--- src/rtl/golden_mem.sv ---
// Golden vector store: one synchronous write port, one asynchronous read port.
module golden_mem #(
    parameter int DEPTH = 16,
    parameter int WIDTH = 32,
    parameter int AW    = 4
) (
    input  logic             clk,
    input  logic             wr_en,
    input  logic [AW-1:0]    wr_addr,
    input  logic [WIDTH-1:0] wr_data,
    input  logic [AW-1:0]    rd_addr,
    output logic [WIDTH-1:0] rd_data
);

    logic [WIDTH-1:0] mem [DEPTH];

    // Contents are deliberately left unreset so a reload is not needed after rst.
    always_ff @(posedge clk) begin
        if (wr_en && (int'(wr_addr) < DEPTH)) begin
            mem[wr_addr] <= wr_data;
        end
    end

    assign rd_data = (int'(rd_addr) < DEPTH) ? mem[rd_addr] : '0;

endmodule

--- config.mk ---
export PLATFORM = sky130hd
export DESIGN_NAME = golden_mem
export DESIGN_NICKNAME = d
export VERILOG_FILES = /design/src/rtl/golden_mem.sv
export SDC_FILE = /design/constraint.sdc
export NUM_CORES = 1
export LEC_CHECK = 0
export ABC_AREA = 1
export BUFFER_PORTS_ARGS = -buffer_cell sky130_fd_sc_hd__buf_2
export CAP_MARGIN = 0
export CORE_UTILIZATION = 66
export DETAILED_ROUTE_END_ITERATION = 12
export PLACE_DENSITY = 0.9
export SLEW_MARGIN = 20
export SYNTH_ARGS = -nofsm -noshare
export SYNTH_HDL_FRONTEND = slang
export SYNTH_SLANG_ARGS = --single-unit
--- constraint.sdc ---
create_clock -name clk -period 6.7 [get_ports clk]
set_clock_uncertainty 0.2 [all_clocks]
set_input_delay 1.005 -clock clk [delete_from_list [all_inputs] [get_ports clk]]
set_output_delay 1.005 -clock clk [all_outputs]
set_load 0.03 [all_outputs]
==> results.yml <==
worst_setup_path:
  cpMaxStageDelayCell: "buf_6"
  start_kind: "primary input"
  required_ps: 5490
  endpoint_kind: "primary output"
  arrival_ps: 3530
  cpMostUsedCell: "nand3_1"
  critPathLaunch: "rd_addr[0]"
  endpoint: "rd_data[25]"
  cp_cell_sequence: "buf_6 > inv_8 > buf_12 > nand2_1 > nand3_1 > nand3_1 > nand3_1 > nand2_1 > buf_2"
  max_stage_delay_ps: 630
  path_class: "primary input to primary output"
  cpLargestDelayFamily: "buffers and inverters"
  crit_buf_inv: 4
  worstSetupPathDepth: 9
  crit_fanout: 159
yosys:
  synth_fp_nets: 2130
  yosys_warnings: 0
  seq_area_frac_synth_pct: 69.6
  synthCells: 2088
  ys_ff_latch: 512
  syn-cell-area_mm2: 0.0221
  synthDistinctLibCells: 14
  synth.avg_cell_area_um2: 10.6
cells_and_area:
  final_cell_area_mm2: 0.0242
  largest_reg_flops: 512
  largest-register: "mem"
  layout.nets: 2176
  syn_to_final_growth_pct: 9.54
  multi_input_area_mm2: 0.00467
  reg.largest.list: "mem x512"
  fillers: 1936
  drive_above_1_share_pct: 8.64
  seq_area_mm2: 0.0154
die:
  die_area_mm2: 0.0342
  start_util_pct: 67.6
  fp.coreArea_mm2: 0.0327
  die_w_um: 185
  num_io_pins: 74
  rows: 66
  die_h_um: 185
clocking:
  cts_tree: "yes"
  cts_hold_buf: 0
  clockBufferDepth: 3
  clk_pin_slew_worst_paths_ps: 60
  htree_num_levels: 2
  cts_sinks: 512
  cts_setup_buffers: 0
  cts_buffers: 50
  post_cts_resized: 0
  root_buffer: "clkbuf_16"
placed_design:
  placed_area_mm2: 0.0226
  post-dp-hpwl_um: 27000
  gp_congestion: 0.776
  io_buffers: 73
timing:
  worst_pin_slew_ps: 1210
  hold_viol: 0
  fin_crit_ps: 4730
  final-setup-viol-count: 0
  tns_ps: 0
  max_slew_margin_pct: 19.5
  rsz0062_at_grt: "no"
  finalMaxSlewViolations: 0
  fmax_mhz: 211
  finalCritPeriodShare_pct: 70.6
worst_hold_path:
  hp-start: "wr_data[14]"
  hold_path_class: "primary input to register"
drt:
  antenna_left: 0
  wire_per_inst_um: 20.9
  firstDrtPassIters: 5
  drc_errors: 0
  vias: 15457
  wirelength_um: 54800
  viasPerCell: 5.90
  initialDrtViolationCount: 2247
global_route:
  grt_max_degree: 160
  grt_pass1_wl_um: 83100
  gr-total-overflow: 0
  grt_pass1_vias: 15375
  grtUsageTotal_pct: 32.9
  antenna_found_initial: 4
power_and_ir_drop:
  pwr_density_cell_mw_per_mm2: 280
  p_leak_nw: 10.4
  ir_drop_v: 0.000240
  total_power_w: 0.00678
job:
  cap_violations: 0
run_status:
  outcome: "completed"
==> cell type report <==
| type | instances | share of cell area [%] |
|---|---|---|
| clock inverters | 26 | 0.858 |
| inverters | 390 | 6.09 |
| multi-input cells | 1081 | 19.3 |
| diodes | 1 | 0.0103 |
| clock buffers | 67 | 5.52 |
| well taps | 442 | 2.29 |
| flip-flops and latches | 512 | 63.5 |
| repair buffers | 99 | 2.40 |
==> worst min path at each step <==
stage / slack, ps / endpoint / cells after the start
after floorplan: 900 / mem[0][0] / 0
after global placement: 1170 / mem[7][9] / 1
after global routing: 600 / mem[4][20] / 1
after detailed placement: 1190 / mem[2][11] / 1
after CTS: 590 / mem[2][11] / 1
final: 600 / mem[7][14] / 1
==> cells by family (layout without fill, tap and decap cells) <==
kind of cell | after synthesis | in the layout | synth area share (%)
buffers and inverters | 495 | 582 | 9.82
flip-flops | 512 | 512 | 69.6
other | 0 | 1 | 0
AND/OR/NAND/NOR | 1081 | 1081 | 20.6
==> metrics by stage <==
stage          setup slack [ps]  cells  hold slack, ps  utilization, %
6_report                   1970   2618             596            74.0
5_1_grt                    1800   2618             601            74.0
4_1_cts                    1840   2617             590            74.0
3_5_place_dp               1890   2524            1190            69.3
3_3_place_gp               1950   2524            1170            69.3
2_1_floorplan              3500   2088             904               -
==> where the power goes <==
part           switching, W  internal (W)  leakage (nW)  total [W]
clock network       0.00118       0.00152         0.753    0.00269
logic              0.000359      0.000116          5.00   0.000475
registers         0.0000162       0.00359          4.63    0.00361
==> placed cells by master (no fill, tap or decap), types with 3 or more instances in the layout <==
| cell type | n |
|---|---|
| nand2_1 | 677 |
| edfxtp_1 | 512 |
| buf_2 | 71 |
| clkbuf_1 | 16 |
| clkinvlp_4 | 3 |
| nor2_4 | 16 |
| buf_4 | 26 |
| clkinv_1 | 7 |
| bufinv_16 | 3 |
| clkinv_2 | 12 |
| nand3_1 | 385 |
| clkbuf_16 | 51 |
| inv_1 | 387 |
==> cell usage after synthesis (all sizes together) <==
cell type	n	share of area, %
buf	91	2.9
nand3b	2	0.068
nor2	17	0.29
edfxtp	512	70
nand2	677	12
clkbuf	14	0.24
inv	390	6.6
nand3	385	8.7
==> layer usage <==
| metal | vias to the layer above | GRT usage [%] | routed length, um |
|---|---|---|---|
| li1 | 6823 | - | - |
| met1 | 7154 | 40.7 | 18000 |
| met2 | 1216 | 55.0 | 27100 |
| met3 | 258 | 5.60 | 6630 |
| met4 | 6 | 19.4 | 2970 |
| met5 | - | 0 | 36 |
No activity file was read; power rests on OpenSTA's default activity.
